===== src/rtl/reset_sequencer.sv =====
// reset_sequencer: board-level reset controller.
// Synchronizes and debounces the active-low POR from the supervisor, then releases the
// active-low stage resets one at a time, STAGE_GAP cycles apart, and raises READY_O one gap
// after the last stage. A level software request holds all stages in reset for at least
// HOLD_CYCLES and replays the staged release once it is dropped.
//
// Ports:
//   CLK           rising-edge clock
//   RST           synchronous active-high reset
//   POR_N_I       asynchronous active-low power-on reset from the supervisor
//   SW_RST_REQ_I  software reset request (level)
//   SW_RST_ACK_O  software reset acknowledge (level, registered)
//   RST_N_O       sequenced active-low resets, bit 0 released first (registered)
//   READY_O       all stages released and sequencer running (registered)
module reset_sequencer #(
  parameter int unsigned NUM_STAGES  = 3,
  parameter int unsigned HOLD_CYCLES = 16,
  parameter int unsigned STAGE_GAP   = 4,
  parameter int unsigned SYNC_STAGES = 2
) (
  input  logic                  CLK,
  input  logic                  RST,
  input  logic                  POR_N_I,
  input  logic                  SW_RST_REQ_I,
  output logic                  SW_RST_ACK_O,
  output logic [NUM_STAGES-1:0] RST_N_O,
  output logic                  READY_O
);

  localparam int unsigned CntMax = (HOLD_CYCLES > STAGE_GAP) ? HOLD_CYCLES : STAGE_GAP;
  localparam int unsigned CntW   = (CntMax > 1) ? $clog2(CntMax) : 1;
  localparam int unsigned IdxW   = (NUM_STAGES > 1) ? $clog2(NUM_STAGES) : 1;

  localparam logic [CntW-1:0]       HoldLoad = CntW'(HOLD_CYCLES - 1);
  localparam logic [CntW-1:0]       GapLoad  = CntW'(STAGE_GAP - 1);
  localparam logic [IdxW-1:0]       LastIdx  = IdxW'(NUM_STAGES - 1);
  localparam logic [NUM_STAGES-1:0] FirstRel = NUM_STAGES'(1);

  typedef enum logic [2:0] {
    StWaitPor,
    StHold,
    StRelease,
    StRun,
    StSwAssert
  } state_e;

  state_e                  state_q, state_d;
  logic [SYNC_STAGES-1:0]  sync_q, sync_d;
  logic [CntW-1:0]         cnt_q, cnt_d;
  logic [IdxW-1:0]         idx_q, idx_d;
  logic [NUM_STAGES-1:0]   rst_n_q, rst_n_d;
  logic                    ready_q, ready_d;
  logic                    ack_q, ack_d;
  logic                    por_s;

  // Only this shift register samples the asynchronous POR input.
  assign sync_d = {sync_q[SYNC_STAGES-2:0], POR_N_I};
  assign por_s  = sync_q[SYNC_STAGES-1];

  always_comb begin
    state_d = state_q;
    cnt_d   = cnt_q;
    idx_d   = idx_q;
    rst_n_d = rst_n_q;
    ready_d = ready_q;
    ack_d   = ack_q;

    // Losing POR outranks every other transition.
    if (!por_s && (state_q != StWaitPor)) begin
      state_d = StWaitPor;
      rst_n_d = '0;
      ready_d = 1'b0;
      ack_d   = 1'b0;
    end else begin
      unique case (state_q)
        StWaitPor: begin
          rst_n_d = '0;
          ready_d = 1'b0;
          ack_d   = 1'b0;
          if (por_s) begin
            state_d = StHold;
            cnt_d   = HoldLoad;
          end
        end
        StHold: begin
          if (cnt_q == '0) begin
            state_d = StRelease;
            rst_n_d = FirstRel;
            idx_d   = '0;
            cnt_d   = GapLoad;
          end else begin
            cnt_d = cnt_q - CntW'(1);
          end
        end
        StRelease: begin
          if (cnt_q == '0) begin
            if (idx_q < LastIdx) begin
              // Released bits form a thermometer code, so the next stage is a shift-in.
              rst_n_d = (rst_n_q << 1) | FirstRel;
              idx_d   = idx_q + IdxW'(1);
              cnt_d   = GapLoad;
            end else begin
              state_d = StRun;
              ready_d = 1'b1;
            end
          end else begin
            cnt_d = cnt_q - CntW'(1);
          end
        end
        StRun: begin
          if (SW_RST_REQ_I) begin
            state_d = StSwAssert;
            rst_n_d = '0;
            ready_d = 1'b0;
            ack_d   = 1'b1;
            cnt_d   = HoldLoad;
          end
        end
        StSwAssert: begin
          // Counter saturates at 0 so a long request simply keeps the hold going.
          if (cnt_q != '0) begin
            cnt_d = cnt_q - CntW'(1);
          end else if (!SW_RST_REQ_I) begin
            state_d = StRelease;
            ack_d   = 1'b0;
            rst_n_d = FirstRel;
            idx_d   = '0;
            cnt_d   = GapLoad;
          end
        end
        default: begin
          state_d = StWaitPor;
          rst_n_d = '0;
          ready_d = 1'b0;
          ack_d   = 1'b0;
        end
      endcase
    end
  end

  always_ff @(posedge CLK) begin
    if (RST) begin
      state_q <= StWaitPor;
      sync_q  <= '0;
      cnt_q   <= '0;
      idx_q   <= '0;
      rst_n_q <= '0;
      ready_q <= 1'b0;
      ack_q   <= 1'b0;
    end else begin
      state_q <= state_d;
      sync_q  <= sync_d;
      cnt_q   <= cnt_d;
      idx_q   <= idx_d;
      rst_n_q <= rst_n_d;
      ready_q <= ready_d;
      ack_q   <= ack_d;
    end
  end

  assign RST_N_O      = rst_n_q;
  assign READY_O      = ready_q;
  assign SW_RST_ACK_O = ack_q;

endmodule


===== config.mk =====
export PLATFORM = sky130hd
export DESIGN_NAME = reset_sequencer
export DESIGN_NICKNAME = d
export VERILOG_FILES = /design/src/rtl/reset_sequencer.sv
export SDC_FILE = /design/constraint.sdc
export NUM_CORES = 1
export LEC_CHECK = 0
export CORE_AREA = 3 3 47 49
export CTS_BUF_LIST = sky130_fd_sc_hd__clkbuf_8
export CTS_CLUSTER_DIAMETER = 150
export DETAILED_ROUTE_END_ITERATION = 16
export DIE_AREA = 0 0 50 52
export PLACE_DENSITY = 0.81
export SYNTH_ARGS = -nofsm -noshare
export SYNTH_HDL_FRONTEND = slang
export SYNTH_SLANG_ARGS = --single-unit
export TNS_END_PERCENT = 30

===== constraint.sdc =====
create_clock -name CLK -period 2.8 [get_ports CLK]
set_input_delay 0.7 -clock CLK [delete_from_list [all_inputs] [get_ports CLK]]
set_output_delay 0.7 -clock CLK [all_outputs]
set_load 0.02 [all_outputs]

Yosys cells after proc, flatten, opt, wreduce, memory -nomap -nowiden. Index checks and enable logic that the tools add are counted.

Equal/unequal tests: 14. $add $sub $neg: 2. Reductions and logical operators: 17. Bitwise operators: 3. Multiplexer cells: 37. $lt $le $gt $ge: 1.

Operator list (number): $mux W3 (13); $mux W4 (7); $pmux W4 S5 (1); $ne A2 B2 Y1 const B (8); $pmux W3 S5 (1); $reduce_and A7 Y1 (2); $pmux W3 S4 (1); $reduce_and A6 Y1 (2); $mux W2 (5); $reduce_and A4 Y1 (2); $eq A3 B2 Y1 const B (2); $mux W1 (6); $ne A3 B3 Y1 const B (2); $pmux W1 S3 (2); $pmux W2 S3 (1); $reduce_bool A3 Y1 (2); $reduce_or A2 Y1 (3); $reduce_bool A5 Y1 (1); $logic_not A4 Y1 (1); $reduce_bool A4 Y1 (1); $sub A4 B1 Y4 const B (1); $eq A3 B1 Y1 const B (1); $eq A3 B3 Y1 const B (1); $logic_not A3 Y1 (1); 5 further kinds (7).

Word-level logic and storage cells: 81. Output and inout bits: 5. Input bits: 4. Bits in registers: 16.

Longest topological paths before layout.
Depth after elaboration: 4. Depth in mapped cells: 6.

Worst setup path after synthesis. No wires, ideal clock.

Path type: register to register. From: register cnt_q[0]. To: register idx_q[1]. Arrival: 1.892 ns. Setup time: 0.086 ns. Path buffers: 0. Slack: 0.822 ns. Data required time: 2.714 ns. Cell stages (with the launch flop): 7. Cell sequence: dfxtp_1 > inv_1 > ha_1 > or3b_4 > or4_4 > a211o_1 > a221oi_2.

Cells in the longest elaborated chain, start to end: 3.

Ends and longest elaborated chain: start, declared (RTL line 49) `logic [CntW-1:0] cnt_q, cnt_d;`; start signal, assigned (RTL line 153) `cnt_q <= cnt_d;`; $reduce_bool A4 Y1 or $logic_not A4 Y1 (tied branches) (RTL line 121, 86, 96); $ne A2 B2 Y1 (no line); $reduce_and A7 Y1 (no line) *; end signal, assigned (RTL line 154) `idx_q <= idx_d;`; end, declared (RTL line 50) `logic [IdxW-1:0] idx_q, idx_d;`.

Mark *: on every way between the ends. The rest lies on a longest branch, timed or not. A chain may end at the register's enable or synchronous reset.

Final worst setup path.
From: input SW_RST_REQ_I. To: register rst_n_q[1] (netlist: RST_N_O[1]).

Cells in the longest elaborated chain, start to end: 2.

Ends and longest elaborated chain: start, declared (RTL line 24) `input logic SW_RST_REQ_I,`; $ne A2 B2 Y1 (no line); $reduce_and A6 Y1 (no line) *; end signal, assigned (RTL line 155) `rst_n_q <= rst_n_d;`; end, declared (RTL line 51) `logic [NUM_STAGES-1:0] rst_n_q, rst_n_d;`.

Marked as above.

==> impl_metrics.csv <==
group,metric,value,unit
flow_run,maxCapViolCount,0,
global_route,grt_max_degree,22,
pwr,leakage,0.0003815,uW
critical_path,crit_arrival,2.39,ns
finish,layout-drive-gt1-share,14.63,%
cts,cts_inserted_buffers,3,
critical_path,cp_cell_sequence,"clkdlybuf4s50_1 -> nor2b_1 -> a21o_2 -> a211oi_1 -> mux2i_1",
critical_path,timing.rr.end,"idx_q[1]$_SDFFE_PP0P_",
cts,clk_latency,0.25,ns
synth,synth_top_cell_area_share,32.36,%
drt,ant_nets,0,
cts,clkTransAtPathRegs,0.06,ns
synth,synthFlopType,"dfxtp_1",
placed_design,placement.io_buffers,8,
synth,ys_seq_area_share,32.36,%
hold_path,whs_path_depth,1,
placed_design,routabilityCongestion,0.8411,
floorplan,rows,16,
global_route,grt_pass1_wl,3.808,mm
hold_path,hold_start,"sync_q[0]$_SDFF_PP0_",
global_route,antenna_found_initial,0,
finish,nFillCells,179,
critical_path,r2r_cells,6,
critical_path,slowest_delay,0.61,ns
drt,drt_pre_antenna_iters,4,
synth,synth_top_area_cell,"dfxtp_1",
hold_path,min-delay-path-class,"reg -> reg",
timing,setup_viol,0,
timing,rsz0062_at_grt,"no",
global_route,grt_pass1_vias,877,
synth,synthTopCellsByCount,"dfxtp_1, a21oi_1, nand2_1",
synth,syn_area,989.7,um^2
synth,synthTopCellsByArea,"dfxtp_1, a21oi_1, nor2b_1",
synth,syn_inst,117,
critical_path,crit_buf_inv,1,
critical_path,cp-end-kind,"flip-flop",
floorplan,start_util,52.04,%
floorplan,die_width,50,um
critical_path,critPathRequiredTime,2.97,ns
floorplan,die-area,2600,um^2
drt,wl,2.185,mm
cts,cts_setup_buffers,0,
timing,drv_slew,0,
synth,synth_nets,123,
timing,worstMarginPinSlew,0.6399,ns
critical_path,cp_slowest_cell,"clkdlybuf4s50_1",
critical_path,cp.depth,5,
global_route,overflow,0,
status,status,"finished clean",
synth,yosysMostFrequentCell,"dfxtp_1",
cts,cts_buffer_depth,2,
global_route,grt_use_total,18.97,%
synth,synth_area_per_cell,8.459,um^2
finish,area_growth_syn_to_layout,13.91,%
synth,ys.warnings.count,0,
placed_design,dp_hpwl,1.609,mm
synth,postSynth.asyncResetShare,0,%
pwr,ir_worst_vdd,0.3543,mV
cts,cts.sinks,16,
drt,drt-initial-drc-count,27,
cts,cts.htree.levels,1,
critical_path,worst_setup_path_start_kind,"primary input",
drt,vias_per_cell,6.080,
timing,finClkSkew,0.001579,ns
timing,timing.fmax,0.4508,GHz
floorplan,dieHeight,52,um
timing,fin_crit,2.218,ns
cts,root_buffer,"clkbuf_8",
drt,wl_per_cell,14.57,um
finish,antennaDiodeCount,0,
cts,cts_tree,"done",
drt,vias,912,
hold_path,min_to,"sync_q[1]$_SDFF_PP0_",
critical_path,crit_family,"compound AO/OA/AOI/OAI gates",
timing,finalHoldViolations,0,
timing,max_slew_margin,57.28,%
pwr,power_density,453.1,nW/um^2
pwr,power,510.8,uW
critical_path,r2r_slack,0.69,ns
timing,setup_tns,0,ns
floorplan,core_area,1902,um^2
synth,synth_edf_count,0,
critical_path,worstPathMaxFanout,7,
finish,num-nets-final,131,
cts,cts_hold_buf,0,
synth,synthDistinctLibCells,46,
cts,ctsResizeCount,0,
synth,synth-seq-cells,16,
finish,fin_util,59.28,%
timing,timing.final.crit_share,79.23,%
floorplan,ioPinCount,9,
drt,route.detailed.drc,0,
critical_path,timing.rr.start,"cnt_q[0]$_SDFFE_PP0P_",
critical_path,critPathKind,"in -> reg",
[stage by stage]
step / instance area, um^2 / hold slack, ns / setup WS [ns] / cells
finish: 1127 / 0.4472 / 0.5815 / 150
floorplan: 989.7 / 0.4138 / 0.8219 / 117
detailed placement: 1086 / 0.4356 / 0.3460 / 147
global route: 1127 / 0.4647 / 0.4724 / 150
CTS: 1127 / 0.4539 / 0.5863 / 150
global placement: 1086 / 0.4256 / 0.4702 / 147
[cells in the final DEF, fill, tap and decap left out, drive strengths merged, types with 4 or more instances in the layout]
cell type      instances
dfxtp                 16
a21oi                 11
nand2                  8
clkdlybuf4s50          8
inv                    7
o21ai                  6
nor2b                  5
a31oi                  4
a211oi                 4
[layer usage]
metal / vias to the layer above / track usage [%] / part of all wire (%)
met4: 0 / 7.834 / 0.37
li1: 453 / - / -
met3: 2 / 4.585 / 3.7
met5: - / 0 / 0
met1: 443 / 23.82 / 46
met2: 14 / 30.87 / 50
[worst reg2reg max path, delay by kind of cell (launching register included)]
| kind | cells | cell delay, ns |
|---|---|---|
| simple gates | 2 | 0.93 |
| flops | 1 | 0.33 |
| buf+inv | 1 | 0.09 |
| fa+ha+maj | 1 | 0.20 |
| compound gates | 2 | 0.48 |
[power by group]
part           switching, uW  internal, uW
clock network           77.1          95.4
logic                   45.2          43.4
registers               13.6           236
total                    136           375
[sequential cells by signal, summed over array words and instances, names as in the netlist]
signal,flops
sync_q,2
READY_O,1
state_q,3
cnt_q,4
RST_N_O,3
idx_q,2
SW_RST_ACK_O,1
[area by class of cell]
type,instances,area [um^2],area share [%]
Clock buffer,3,41.29,3.663
Inverter,7,26.28,2.331
Timing Repair Buffer,10,95.09,8.435
Tap cell,27,33.78,2.997
Sequential cell,16,320.3,28.41
Multi-Input combinational cell,87,610.6,54.16
[cells by family after synthesis]
group                    after synthesis  synth area share [%]
XOR/XNOR                               1                0.8851
multiplexers                           3                 4.298
AND/OR/NAND/NOR                       40                 25.92
adder cells (fa/ha/maj)                2                 2.528
flip-flops                            16                 32.36
AO/OA/AOI/OAI                         41                 28.07
buffers and inverters                 14                 5.942
[worst max path at each step]
stage	start	to	slack, ns
final	SW_RST_REQ_I	RST_N_O[1]$_SDFFE_PP0P_	0.58
after global routing	SW_RST_REQ_I	RST_N_O[1]$_SDFFE_PP0P_	0.47
after CTS	SW_RST_REQ_I	RST_N_O[1]$_SDFFE_PP0P_	0.59
after detailed placement	SW_RST_REQ_I	RST_N_O[1]$_SDFFE_PP0P_	0.35
after global placement	SW_RST_REQ_I	RST_N_O[2]$_SDFFE_PP0P_	0.47
after floorplan	cnt_q[0]$_SDFFE_PP0P_	idx_q[1]$_SDFFE_PP0P_	0.82
No activity file was read; power rests on OpenSTA's default activity.
